==> src/rtl/lsu_mem_port_pkg.sv <==
// Shared definitions for the load/store memory port: RV32 load/store funct3 codes
// and the transaction FSM state encoding.
package lsu_mem_port_pkg;

  localparam logic [2:0] F3_LB  = 3'b000;
  localparam logic [2:0] F3_LH  = 3'b001;
  localparam logic [2:0] F3_LW  = 3'b010;
  localparam logic [2:0] F3_LBU = 3'b100;
  localparam logic [2:0] F3_LHU = 3'b101;
  localparam logic [2:0] F3_SB  = 3'b000;
  localparam logic [2:0] F3_SH  = 3'b001;
  localparam logic [2:0] F3_SW  = 3'b010;

  typedef enum logic [1:0] {
    StIdle,
    StReq,
    StWait,
    StResp
  } state_e;

endpackage

==> src/rtl/lsu_lane_align.sv <==
// Combinational byte-lane logic: byte enables, store data replication, load data
// right-shift, and misaligned/illegal access detection.
module lsu_lane_align
  import lsu_mem_port_pkg::*;
(
  input  logic        i_we,
  input  logic [2:0]  i_funct3,
  input  logic [1:0]  i_off,
  input  logic [31:0] i_wdata,
  input  logic [1:0]  i_rd_off,
  input  logic [31:0] i_rdata,
  output logic [3:0]  o_be,
  output logic [31:0] o_wdata,
  output logic [31:0] o_rdata,
  output logic        o_err
);

  logic w_illegal;
  logic w_misaligned;

  always_comb begin
    w_illegal = 1'b1;
    unique case (i_funct3)
      F3_LB, F3_LH, F3_LW: w_illegal = 1'b0;
      F3_LBU, F3_LHU:      w_illegal = i_we;
      default:             w_illegal = 1'b1;
    endcase

    w_misaligned = ((i_funct3[1:0] == 2'b01) && i_off[0]) ||
                   ((i_funct3[1:0] == 2'b10) && (i_off != 2'b00));
    o_err = w_illegal | w_misaligned;

    unique case (i_funct3[1:0])
      2'b00: begin
        o_be    = 4'b0001 << i_off;
        o_wdata = {4{i_wdata[7:0]}};
      end
      2'b01: begin
        o_be    = 4'b0011 << i_off;
        o_wdata = {2{i_wdata[15:0]}};
      end
      default: begin
        o_be    = 4'b1111;
        o_wdata = i_wdata;
      end
    endcase

    // Upper bits keep whatever was shifted in; the downstream extender masks them.
    o_rdata = i_rdata >> {i_rd_off, 3'b000};
  end

endmodule

==> src/rtl/lsu_mem_port.sv <==
// Load/store memory port between execute and the load extender. Registers every
// output and runs one transaction at a time through IDLE/REQ/WAIT/RESP.
module lsu_mem_port
  import lsu_mem_port_pkg::*;
#(
  parameter int unsigned ADDR_W = 32,
  parameter int unsigned DATA_W = 32
) (
  input  logic              i_clk,
  input  logic              i_rst,
  input  logic              i_req_valid,
  output logic              o_req_ready,
  input  logic              i_req_we,
  input  logic [2:0]        i_req_funct3,
  input  logic [ADDR_W-1:0] i_req_addr,
  input  logic [DATA_W-1:0] i_req_wdata,
  output logic              o_resp_valid,
  output logic [DATA_W-1:0] o_resp_rdata,
  output logic [2:0]        o_resp_funct3,
  output logic              o_resp_err,
  output logic              o_mem_req,
  output logic              o_mem_we,
  output logic [ADDR_W-1:0] o_mem_addr,
  output logic [3:0]        o_mem_be,
  output logic [DATA_W-1:0] o_mem_wdata,
  input  logic              i_mem_gnt,
  input  logic              i_mem_rvalid,
  input  logic [DATA_W-1:0] i_mem_rdata
);

  state_e            r_state, w_state_nxt;
  logic              r_we, w_we_nxt;
  logic [2:0]        r_funct3, w_funct3_nxt;
  logic [1:0]        r_off, w_off_nxt;
  logic              r_mem_req, w_mem_req_nxt;
  logic              r_mem_we, w_mem_we_nxt;
  logic [ADDR_W-1:0] r_mem_addr, w_mem_addr_nxt;
  logic [3:0]        r_mem_be, w_mem_be_nxt;
  logic [DATA_W-1:0] r_mem_wdata, w_mem_wdata_nxt;
  logic              r_resp_valid, w_resp_valid_nxt;
  logic [DATA_W-1:0] r_resp_rdata, w_resp_rdata_nxt;
  logic [2:0]        r_resp_funct3, w_resp_funct3_nxt;
  logic              r_resp_err, w_resp_err_nxt;

  logic [3:0]        w_be;
  logic [DATA_W-1:0] w_wdata_rep;
  logic [DATA_W-1:0] w_rdata_shift;
  logic              w_err;

  lsu_lane_align u_lane_align (
    .i_we     (i_req_we),
    .i_funct3 (i_req_funct3),
    .i_off    (i_req_addr[1:0]),
    .i_wdata  (i_req_wdata),
    .i_rd_off (r_off),
    .i_rdata  (i_mem_rdata),
    .o_be     (w_be),
    .o_wdata  (w_wdata_rep),
    .o_rdata  (w_rdata_shift),
    .o_err    (w_err)
  );

  always_comb begin
    w_state_nxt       = r_state;
    w_we_nxt          = r_we;
    w_funct3_nxt      = r_funct3;
    w_off_nxt         = r_off;
    w_mem_req_nxt     = r_mem_req;
    w_mem_we_nxt      = r_mem_we;
    w_mem_addr_nxt    = r_mem_addr;
    w_mem_be_nxt      = r_mem_be;
    w_mem_wdata_nxt   = r_mem_wdata;
    w_resp_valid_nxt  = 1'b0;
    w_resp_rdata_nxt  = r_resp_rdata;
    w_resp_funct3_nxt = r_resp_funct3;
    w_resp_err_nxt    = r_resp_err;

    unique case (r_state)
      StIdle: begin
        if (i_req_valid) begin
          w_we_nxt     = i_req_we;
          w_funct3_nxt = i_req_funct3;
          w_off_nxt    = i_req_addr[1:0];
          if (w_err) begin
            // Rejected accesses complete immediately without touching memory.
            w_state_nxt       = StResp;
            w_resp_valid_nxt  = 1'b1;
            w_resp_err_nxt    = 1'b1;
            w_resp_rdata_nxt  = '0;
            w_resp_funct3_nxt = i_req_funct3;
          end else begin
            w_state_nxt     = StReq;
            w_mem_req_nxt   = 1'b1;
            w_mem_we_nxt    = i_req_we;
            w_mem_addr_nxt  = {i_req_addr[ADDR_W-1:2], 2'b00};
            w_mem_be_nxt    = w_be;
            w_mem_wdata_nxt = w_wdata_rep;
          end
        end
      end
      StReq: begin
        if (i_mem_gnt) begin
          w_mem_req_nxt = 1'b0;
          w_state_nxt   = StWait;
        end
      end
      StWait: begin
        if (i_mem_rvalid) begin
          w_state_nxt       = StResp;
          w_resp_valid_nxt  = 1'b1;
          w_resp_err_nxt    = 1'b0;
          w_resp_funct3_nxt = r_funct3;
          w_resp_rdata_nxt  = r_we ? '0 : w_rdata_shift;
        end
      end
      StResp: begin
        w_state_nxt = StIdle;
      end
      default: w_state_nxt = StIdle;
    endcase
  end

  always_ff @(posedge i_clk) begin
    if (i_rst) begin
      r_state       <= StIdle;
      r_we          <= 1'b0;
      r_funct3      <= '0;
      r_off         <= '0;
      r_mem_req     <= 1'b0;
      r_mem_we      <= 1'b0;
      r_mem_addr    <= '0;
      r_mem_be      <= '0;
      r_mem_wdata   <= '0;
      r_resp_valid  <= 1'b0;
      r_resp_rdata  <= '0;
      r_resp_funct3 <= '0;
      r_resp_err    <= 1'b0;
    end else begin
      r_state       <= w_state_nxt;
      r_we          <= w_we_nxt;
      r_funct3      <= w_funct3_nxt;
      r_off         <= w_off_nxt;
      r_mem_req     <= w_mem_req_nxt;
      r_mem_we      <= w_mem_we_nxt;
      r_mem_addr    <= w_mem_addr_nxt;
      r_mem_be      <= w_mem_be_nxt;
      r_mem_wdata   <= w_mem_wdata_nxt;
      r_resp_valid  <= w_resp_valid_nxt;
      r_resp_rdata  <= w_resp_rdata_nxt;
      r_resp_funct3 <= w_resp_funct3_nxt;
      r_resp_err    <= w_resp_err_nxt;
    end
  end

  assign o_req_ready   = (r_state == StIdle);
  assign o_resp_valid  = r_resp_valid;
  assign o_resp_rdata  = r_resp_rdata;
  assign o_resp_funct3 = r_resp_funct3;
  assign o_resp_err    = r_resp_err;
  assign o_mem_req     = r_mem_req;
  assign o_mem_we      = r_mem_we;
  assign o_mem_addr    = r_mem_addr;
  assign o_mem_be      = r_mem_be;
  assign o_mem_wdata   = r_mem_wdata;

endmodule
==> config.mk <==
export PLATFORM = sky130hd
export DESIGN_NAME = lsu_mem_port
export DESIGN_NICKNAME = d
export VERILOG_FILES = /design/src/rtl/lsu_mem_port_pkg.sv /design/src/rtl/lsu_lane_align.sv /design/src/rtl/lsu_mem_port.sv
export SDC_FILE = /design/constraint.sdc
export NUM_CORES = 1
export LEC_CHECK = 0
export CAP_MARGIN = 20
export CELL_PAD_IN_SITES_DETAIL_PLACEMENT = 1
export CELL_PAD_IN_SITES_GLOBAL_PLACEMENT = 1
export CORE_ASPECT_RATIO = 1.25
export CORE_MARGIN = 8
export CORE_UTILIZATION = 32
export DETAILED_ROUTE_END_ITERATION = 16
export GPL_ROUTABILITY_DRIVEN = 0
export PLACE_DENSITY = 0.95
export SYNTH_ARGS = -nofsm -noshare
export SYNTH_HDL_FRONTEND = slang
export SYNTH_SLANG_ARGS = --single-unit
==> constraint.sdc <==
create_clock -name i_clk -period 3.45 [get_ports i_clk]
set_input_delay 0.5175 -clock i_clk [delete_from_list [all_inputs] [get_ports i_clk]]
set_output_delay 0.5175 -clock i_clk [all_outputs]
set_load 0.01 [all_outputs]
; ---- Word level (Yosys, flattened, before mapping)
; Cells that the tools add are included.
[totals]
out_inout_bits = 108
register_bits = 113
input_bits = 105
[op_classes]
n_eq_ne = 14
n_mux = 29
reduce_logical = 16
bitwise = 2
shifts = 3
[op_table]
columns = cell, count
row1 = 32-bit two-way mux, 4
row2 = 32-bit case mux with 2 select lines, 2
row3 = 32-bit by 5-bit right shift with 32-bit output, 1
row4 = 1-bit two-way mux, 9
row5 = 3-bit two-way mux, 3
row6 = 2-bit two-way mux, 4
row7 = 2-bit inequality test (second input constant), 4
row8 = 1-bit case mux with 2 select lines, 4
row9 = 2-bit case mux with 4 select lines, 1
row10 = 4-bit case mux with 2 select lines, 1
row11 = 4-bit AND reduction, 2
row12 = 2-bit equality test (second input constant), 3
row13 = 3-bit equality test (second input constant), 2
row14 = 3-bit case mux with 2 select lines, 1
row15 = 3-bit AND reduction, 2
row16 = 2-bit nonzero test, 3
row17 = 2-bit by 1-bit equality test with 1-bit output (second input constant), 2
row18 = 2-bit zero test, 2
row19 = 1-bit by 2-bit << shifter with 4-bit output (first input constant), 1
row20 = 2-bit by 2-bit << shifter with 4-bit output (first input constant), 1
row21 = 3-bit by 1-bit equality test with 1-bit output (second input constant), 1
row22 = 3-bit by 2-bit equality test with 1-bit output (second input constant), 1
row23 = 3-bit zero test, 1
row24 = 3-bit OR reduction, 1
row25 = other kinds (7), 8

; ---- Logic depth before layout (Yosys ltp)
[logic_depth]
depth_word = 7
mapped_depth = 9
mapped_depth_nobuf = 6

; ---- Hierarchy
; From an unflattened synthesis, not the netlist that was laid out.
[hier_totals]
cells_unflattened = 643
hier_area_um2 = 5395.2
[modules_own_cells]
columns = mod, instances, seq_area_each_um2, cells_each, area_each_um2
row1 = lsu_mem_port, 1, 2262.2, 514, 4347.9
row2 = lsu_lane_align, 1, 0.0, 129, 1047.3

; ---- Least setup slack after synthesis
; Ideal clock, no wire load.
[synth_timing]
path_type = reg-to-reg
from = register r_state[0]
to = register r_resp_rdata[21], in the netlist o_resp_rdata[21]
period_less_slack_ps = 1973
arrival_time_ps = 1903
path_slack_ps = 1477
setup_ps = 70
path_stages_with_launch = 9
t_required_ps = 3380
cell_sequence = dfxtp_1 > inv_1 > ha_1 > clkbuf_2 > nand2_1 > o41a_1 > buf_2 > or3_1 > a21oi_1
[synth_between]
elab_chain_len = 3
word_cells_on_any_way = 8
classes_between = eq/ne: 4 / mux: 1 / reduce/logical: 3
[synth_lines]
columns = item, line_no
row1 = start: declaration, lsu_mem_port.sv:31  ; state_e r_state, w_state_nxt;
row2 = start signal: assignment, lsu_mem_port.sv:125  ; r_state <= StIdle;
row3 = start signal: assignment, lsu_mem_port.sv:139  ; r_state <= w_state_nxt;
row4 = 2-bit zero test (*), n/a
row5 = net o_req_ready, lsu_mem_port.sv:12  ; output logic o_req_ready,
row6 = "2-bit by 1-bit inequality test with 1-bit output (no source line), or another cell as far along", n/a
row7 = 4-bit AND reduction (no source line), n/a
row8 = end signal: assignment, lsu_mem_port.sv:149  ; r_resp_rdata <= w_resp_rdata_nxt;
row9 = end: declaration, lsu_mem_port.sv:41  ; logic [DATA_W-1:0] r_resp_rdata, w_resp_rdata_nxt;
; Mark *: on every way through the listed nets, which the timed path passes. The rest lies on a longest branch.
; A chain may end at the register's enable or synchronous reset.

; ---- Final worst setup path
[layout_timing]
from = register r_state[0]
to = register r_resp_rdata[20], in the netlist o_resp_rdata[20]
[layout_between]
elab_chain_len = 3
word_cells_on_any_way = 8
classes_between = eq/ne: 4 / mux: 1 / reduce/logical: 3
[layout_lines]
columns = item, line_no
row1 = 2-bit equality test or 2-bit zero test (tied branches), lsu_mem_port.sv:78  ; unique case (r_state)
row2 = "2-bit inequality test (no source line), or another cell as far along", n/a
row3 = 4-bit AND reduction (no source line), n/a
; Several ways; a longest one is shown, not always the timed one.

==> results.txt <==
status = finished clean
Overflow after GRT = 0
Buffers on Ports = 210
total placed cells including tap cells = 994
WP data required = 3.79 ns
CP Data Arrival Time = 2.93 ns
Post-Syn Area = 4960 um2
maxcap violations = 0
worst-margin pin slew = 0.978 ns
Top FF cell, synth = dfxtp_1
initial core utilization = 32.3%
CTS tree = done
Final Setup Violations = 0
RSZ-0062 raised after global routing = no
crit path capture type = flop
starting DRC count in detailed routing = 261
Layout Skew = 0.00534 ns
clk_lat worst skew = 0.41 ns
fmax = 385 MHz
largest net degree at the start of global routing = 84
slowest cell delay on critical path = 0.76 ns
Detailed Place HPWL = 13800 um
area grow syn2layout = 56.9%
core area = 15400 um2
final worst path period need = 2.59 ns
sequential fraction of the synthesis area = 45.6%
synthesized area per cell = 8.08 um2
ant diodes = 0
vias in the first global route = 5483
worst slack, placed = 0.502 ns
Root Driver = clkbuf_16
global-route wire length before repair = 29700 um
die area = 19800 um2
Ports = 213
post-cts sizing count = 0
layout cells sized above 1 = 6.15%
chip width = 127 um
Worst slew margin = 34.8%
All-Layer GR Usage = 19.1%
crit-path cells = inv_1 > ha_1 > nand2_1 > o41a_1 > or3_1 > a21oi_1
Num CTS Buffers = 17
Die H = 155 um
Tcrit/Tclk final = 75.2%
vias per cell = 5.03
Clock Power Share = 35.0%
Switching Fraction = 31.3%
final WL = 19000 um
setup TNS = 0 ns
most common cell after layout, fill and taps aside = clkdlybuf4s50_1
Clock Pin Slew Worst Setup and Hold Paths = 0.05 ns
Hold Fails Final Rpt = 0
PnR worst setup slack = 0.855 ns
fillcell total = 1790
clk buf depth = 2
hold-fix buffer count after cts = 0
fin area = 7780 um2
Yosys reg bits = 113
Std-Cell Rows = 51
Cell variety after synth = 40
Int Pwr = 3.33 mW
Mapped Cells = 614
crit path kind = reg -> reg
H-tree depth = 4
fin. max-slew vios = 0
sequential share of power = 33.0%
combinational power share = 32.0%
final core occ = 50.6%
fin cells = 1025
layout net count = 909
DRC violations left = 0
power after layout = 4.84 mW
FFs w/ async S/R, synth = 0%
P_leak = 2.80 nW
Hold Crit Class = reg -> reg
Post-CTS Setup Inserts = 0
CTS sink cnt = 113
Final ANT Viol Nets = 0
PwrDens = 622 nW/um2
placed instance area = 7220 um2
worst hold slack = 0.453 ns
CP max stage cell = o41a_1
reported net switching power = 1.51 mW
YS warnings = 0
initial antenna violation count = 0
maximum VDD drop = 0.242 mV
wire length per cell = 18.5 um
drt pass-1 iters = 4
total number of vias = 5151
most frequent cells in the layout = clkdlybuf4s50_1 (209), nand2_1 (141), dfxtp_1 (113), a21oi_1 (68), nor2_1 (52)
Critical Path Fanout Max = 27
CP Launch Type = flop
Post-synth EDFFs = 0
[logic make-up (layout without fill, tap and decap cells)]
kind of cell	after synthesis	in the layout	synth area share [%]
other cells	1	2	0.0756
compound gates	139	139	18.0
mux	35	35	7.14
fa+ha+maj	3	3	0.757
simple gates	265	265	23.2
buf+inv	58	256	5.17
flops	113	113	45.6
[cell usage after synthesis, types with 2 or more instances]
cell type	count	area (um2)
dfxtp_1	113	2260
mux2i_1	32	320
o211a_1	8	80.1
a22oi_1	8	60.1
inv_1	3	11.3
mux2_2	3	33.8
nor2_1	52	195
nand3_1	21	105
o22ai_1	5	31.3
a311oi_1	10	87.6
nand2b_1	2	12.5
ha_1	3	37.5
or3_1	5	31.3
nand3b_1	10	75.1
nand2_1	141	529
o21ai_0	17	85.1
nor3_1	25	125
buf_2	18	90.1
buf_4	4	30.0
clkbuf_1	32	120
a211oi_1	14	105
nor2b_1	3	18.8
a21oi_1	68	340
[registers in the layout (all words and copies together), names as in the netlist]
signal and cells:
r_we 1, o_resp_valid 1, o_resp_funct3 3, o_mem_be 4
r_off 2, o_mem_we 1, o_mem_wdata 32, o_resp_rdata 32
r_state 2, o_resp_err 1, o_mem_req 1, o_mem_addr 30
r_funct3 3
[path summary, 6_finish.rpt]
path	start	to	slack (ns)	cells after the start
worst max-delay path	r_state[0]$_SDFFE_PP0P_	o_resp_rdata[20]$_SDFFE_PP0P_	0.86	6
worst min-delay path	o_mem_addr[2]$_SDFFE_PP0P_	o_mem_addr[2]$_SDFFE_PP0P_	0.45	2
worst max register to register	r_state[0]$_SDFFE_PP0P_	o_resp_rdata[20]$_SDFFE_PP0P_	0.86	6
worst min register to register	o_mem_addr[2]$_SDFFE_PP0P_	o_mem_addr[2]$_SDFFE_PP0P_	0.45	2
[power by group through the flow]
stage	registers (mW)	clock network (mW)	logic, mW
after CTS	1.60	1.74	1.57
after floorplan	1.69	0	0.763
after global routing	1.62	1.80	1.69
after detailed placement	1.62	0	1.55
after global placement	1.61	0	1.51
final	1.60	1.70	1.55
[cell type report]
| cell class | instances | area [um2] | area share [%] |
|---|---|---|---|
| inverter | 3 | 11.3 | 0.145 |
| multi-input combinational | 444 | 2460 | 31.7 |
| sequential | 113 | 2260 | 29.1 |
| clock buffer | 25 | 485 | 6.24 |
| timing repair buffer | 222 | 2210 | 28.5 |
| tap | 212 | 265 | 3.41 |
| clock inverter | 6 | 80.1 | 1.03 |
[metal layers]
| metal | vias to the layer above | GRT usage, % | wire length (um) |
|---|---|---|---|
| met1 | 2464 | 19.9 | 7430 |
| met5 | - | 0 | 0 |
| li1 | 2485 | - | - |
| met2 | 170 | 33.5 | 9770 |
| met3 | 32 | 6.68 | 1330 |
| met4 | 0 | 9.60 | 471 |
[critical path, delay by kind of cell, from the launching register on]
family	cells	cell delay (ns)
buffers and inverters	1	0.08
flip-flops	1	0.32
adder cells (fa/ha/maj)	1	0.34
AND/OR/NAND/NOR	2	0.84
AO/OA/AOI/OAI	2	0.92
Note: power is estimated with default switching activity, not from simulation.
==> edit 1: new RTL, same flow settings <==
Take the reset off `r_mem_addr`, `r_mem_be`, `r_mem_wdata` and `r_resp_rdata` and load them in a clocked block of their own.
--- a/src/rtl/lsu_mem_port.sv
+++ b/src/rtl/lsu_mem_port.sv
@@ -128,11 +128,7 @@
       r_off         <= '0;
       r_mem_req     <= 1'b0;
       r_mem_we      <= 1'b0;
-      r_mem_addr    <= '0;
-      r_mem_be      <= '0;
-      r_mem_wdata   <= '0;
       r_resp_valid  <= 1'b0;
-      r_resp_rdata  <= '0;
       r_resp_funct3 <= '0;
       r_resp_err    <= 1'b0;
     end else begin
@@ -142,14 +138,17 @@
       r_off         <= w_off_nxt;
       r_mem_req     <= w_mem_req_nxt;
       r_mem_we      <= w_mem_we_nxt;
-      r_mem_addr    <= w_mem_addr_nxt;
-      r_mem_be      <= w_mem_be_nxt;
-      r_mem_wdata   <= w_mem_wdata_nxt;
       r_resp_valid  <= w_resp_valid_nxt;
-      r_resp_rdata  <= w_resp_rdata_nxt;
       r_resp_funct3 <= w_resp_funct3_nxt;
       r_resp_err    <= w_resp_err_nxt;
     end
+  end
+
+  always_ff @(posedge i_clk) begin
+    r_mem_addr   <= w_mem_addr_nxt;
+    r_mem_be     <= w_mem_be_nxt;
+    r_mem_wdata  <= w_mem_wdata_nxt;
+    r_resp_rdata <= w_resp_rdata_nxt;
   end
 
   assign o_req_ready   = (r_state == StIdle);
Check against the original RTL: not equivalent (a bounded check fails within 4 cycles, from zero or initial values and one cycle with i_rst high).
==> edit 1 against the unedited design <==
  * Worst setup slack improved by 0.12 ns
  * Final area shrank 3.0%
  * Sequential cell count unchanged
  * Total power up 5.9%
  * Final cell count is 29% lower
  * Wire length shrank 15%
  * Area after synthesis decreased by 6.5%
  * Global-route usage down 1.5 points
  * Worst hold slack gained 0.016 ns
  * Largest cell class is now flip-flops and latches
==> edit 1: results <==
setup_path:
  crit_start: "i_req_addr[1]"
  cp.arrival_ns: 2.58
  worstReg2RegEnd: "o_resp_rdata[30]"
  reg2regPathDepth: 7
  r2r_start: "r_state[1]"
yosys:
  synth_edf_count: 98
  synth_compound_area_frac: 0.0939
  syn_inst: 322
  ys_top_cells_by_area: "edfxtp_1 63%, dfxtp_1 6.5%, mux2i_1 5.4%"
  synthMuxAreaShare: 0.0928
  netlist_top_cells_count: "98 x edfxtp_1, 30 x nand2_1, 25 x mux2i_1"
  synth.distinct_cells: 42
layout:
  final_area_sq_um: 7550
  fin_nets: 648
  drive_gt1_frac: 0.118
placed_design:
  placed_cell_area_sq_um: 6960
  place_inst: 699
  hpwl_mm: 12.4
  place_ws_ns: 0.593
route:
  drt-total-wl_mm: 16.2
  first_iter_violations: 227
  vias: 3578
  wl_per_cell_um: 22.2
power_and_ir_drop:
  peakVddDrop_uv: 333
  leakagePower_nw: 2.62
global_route:
  grt_pass1_wl_mm: 24.2
  grt_usage: 0.177
  grt_pass1_vias: 4069
  grt_max_degree: 33
timing:
  whs_ns: 0.468
  clock_skew_ns: 0.0106
  clock.fmax_mhz: 405
outcome:
  outcome: "finished, final reports clean"
edit 1: layout make-up:
cell class	count	area [sq um]	area share
Sequential cell	113	3240	0.430
Timing Repair Buffer	217	2190	0.290
Multi-Input combinational cell	182	1260	0.168
Clock buffer	18	429	0.0568
Tap cell	178	223	0.0295
Clock inverter	13	164	0.0217
Inverter	9	33.8	0.00447
edit 1: power breakdown:
part | internal [mW] | switching [mW] | total [mW]
Clock | 1.13 | 0.624 | 1.76
Sequential | 1.84 | 0.109 | 1.95
Combinational | 0.701 | 0.726 | 1.43
Total | 3.67 | 1.46 | 5.13
edit 1: critical path: stages:
cell             delay, ns
clkdlybuf4s50_1       0.57
or4_4                 0.65
a21oi_4               0.57
buf_12                0.26
edit 1: routing by layer:
metal,vias up,track usage,part of all wire
li1,1660,-,-
met1,1723,0.166,0.34
met2,167,0.324,0.54
met3,28,0.0698,0.10
met4,0,0.0827,0.024
met5,-,0,0
==> edit 2: new RTL, config.mk and constraints unchanged <==
Without the edit above. Reset style: asynchronous (`i_rst`), changed in one clocked block.
--- a/src/rtl/lsu_mem_port.sv
+++ b/src/rtl/lsu_mem_port.sv
@@ -120,7 +120,7 @@
     endcase
   end
 
-  always_ff @(posedge i_clk) begin
+  always_ff @(posedge i_clk or posedge i_rst) begin
     if (i_rst) begin
       r_state       <= StIdle;
       r_we          <= 1'b0;
Behaviour: differs if i_rst is asserted again (counterexample within 4 cycles, from zero or initial values and one cycle with i_rst high); with i_rst held inactive, the same outputs for 4 cycles.
==> edit 2 against the unedited design <==
  * Wire length is 1.3% higher
  * Via count is 17% lower
  * Worst hold slack better by 0.023 ns
  * Utilization is 0.41 points higher
  * Sequential cell count stayed put
  * Worst setup slack worse by 0.20 ns
  * Die area is 4.7% higher
  * Final area is 5.3% higher
  * Maximum frequency is 7.0% lower
  * Sequential share of layout area is 5.4 points higher
  * Area after synthesis is 5.3% higher
  * Global-route usage is 0.19 points lower
  * Total power is 48% higher
  * Non-clock buffer count is 3 lower
  * Critical path type is now input port to flop
  * Largest power group is now combinational cells
==> edit 2: results <==
outcome:
  outcome: "finished, final reports clean"
route:
  viasPerCell: 4.90
  first_iter_violations: 141
  vias: 4283
  wl_per_cell_um: 22.0
  first_pass_iters: 4
layout:
  fin_nets: 752
  drive_gt1_frac: 0.181
  nFillCells: 1669
timing:
  whs_ns: 0.476
  clock_skew_ns: 0.00997
  slew_headroom: 0.456
  clock.fmax_mhz: 358
placed_design:
  hpwl_mm: 15.0
  place_inst: 841
  place_ws_ns: 0.319
  placed_cell_area_sq_um: 7550
worst_hold_path:
  whs_endpoint: "o_mem_wdata[25]"
  min_path_cells: 2
  min_from: "o_mem_wdata[25]"
  min_path_type: "flop to flop"
setup_path:
  endpoint: "o_resp_rdata[25]"
  path_max_fanout: 31
  critPathTopFamily: "simple AND/OR/NAND/NOR gates"
  r2r_start: "r_state[0]"
  reg2regPathDepth: 7
  cp.arrival_ns: 3.11
  crit_start: "i_req_addr[0]"
  worst-r2r-setup-slack_ns: 0.86
  slowest_stage: "nor4_1"
  cpPeakStageDelay_ns: 0.76
yosys:
  synthArstFlopShare: 1.00
  synth.distinct_cells: 34
  ys.flop_type: "dfrtp_1"
  ys_top_cells_by_area: "dfrtp_1 54%, mux2_2 16%, mux2i_1 11%"
  ys_warn_count: 0
  syn_inst: 434
  netlist_top_cells_count: "113 x dfrtp_1, 73 x mux2_2, 58 x mux2i_1"
  yosysSeqAreaShare: 0.541
clocking:
  cts.path.max_buffers: 2
  cts_hold_buffers: 0
  clock_latency_ns: 0.41
  cts.clk_slew.worst_paths_ns: 0.06
global_route:
  antenna_found_initial: 1
  grt_usage: 0.189
  grt_max_degree: 93
  grt_pass1_vias: 5144
  grt_pass1_wl_mm: 29.3
power_and_ir_drop:
  leakagePower_nw: 3.53
  peakVddDrop_uv: 434
## edit 2: cell count changes after synthesis, sizes merged, moves of 17 or more
cell | before | now
clkbuf | 33 | 12
nor3 | 25 | 1
nor2 | 52 | 25
a21oi | 69 | 11
nand3 | 21 | 4
mux2i | 32 | 58
dfxtp | 113 | 0
dfrtp | 0 | 113
nand2 | 141 | 40
mux2 | 3 | 73
## edit 2: layout make-up
cell class              count  area [sq um]  share of cell area
flip-flops and latches    113          2830               0.345
multi-input cells         281          2210               0.270
repair buffers            219          2190               0.268
clock buffers              18           439              0.0536
well taps                 216           270              0.0330
clock inverters            14           203              0.0247
inverters                  12          48.8             0.00595
diodes                      1          2.50            0.000305
## edit 2: worst min-delay path, delay by kind of cell, from the launching register on
| family | cells | cell delay (ns) |
|---|---|---|
| simple gates | 1 | 0.05 |
| compound gates | 1 | 0.06 |
| flops | 1 | 0.34 |
## edit 2: power breakdown
group / internal (mW) / switching [mW] / total [mW]
Clock: 1.24 / 0.664 / 1.90
Sequential: 1.92 / 0.344 / 2.26
Combinational: 1.69 / 1.34 / 3.03
Total: 4.84 / 2.35 / 7.19
## edit 2: kinds of logic (layout without fill, tap and decap cells)
group / Yosys count / in the layout / synth area share
buffers and inverters: 41 / 263 / 0.0383
AND/OR/NAND/NOR: 81 / 81 / 0.0663
AO/OA/AOI/OAI: 64 / 64 / 0.0778
multiplexers: 131 / 131 / 0.268
other: 1 / 3 / 0.000718
flip-flops: 113 / 113 / 0.541
adder cells (fa/ha/maj): 3 / 3 / 0.00718
## edit 2: routing by layer
layer,GRT usage,share of wire
met1,0.173,0.33
met2,0.343,0.53
met3,0.0764,0.094
met4,0.104,0.043
met5,0,0
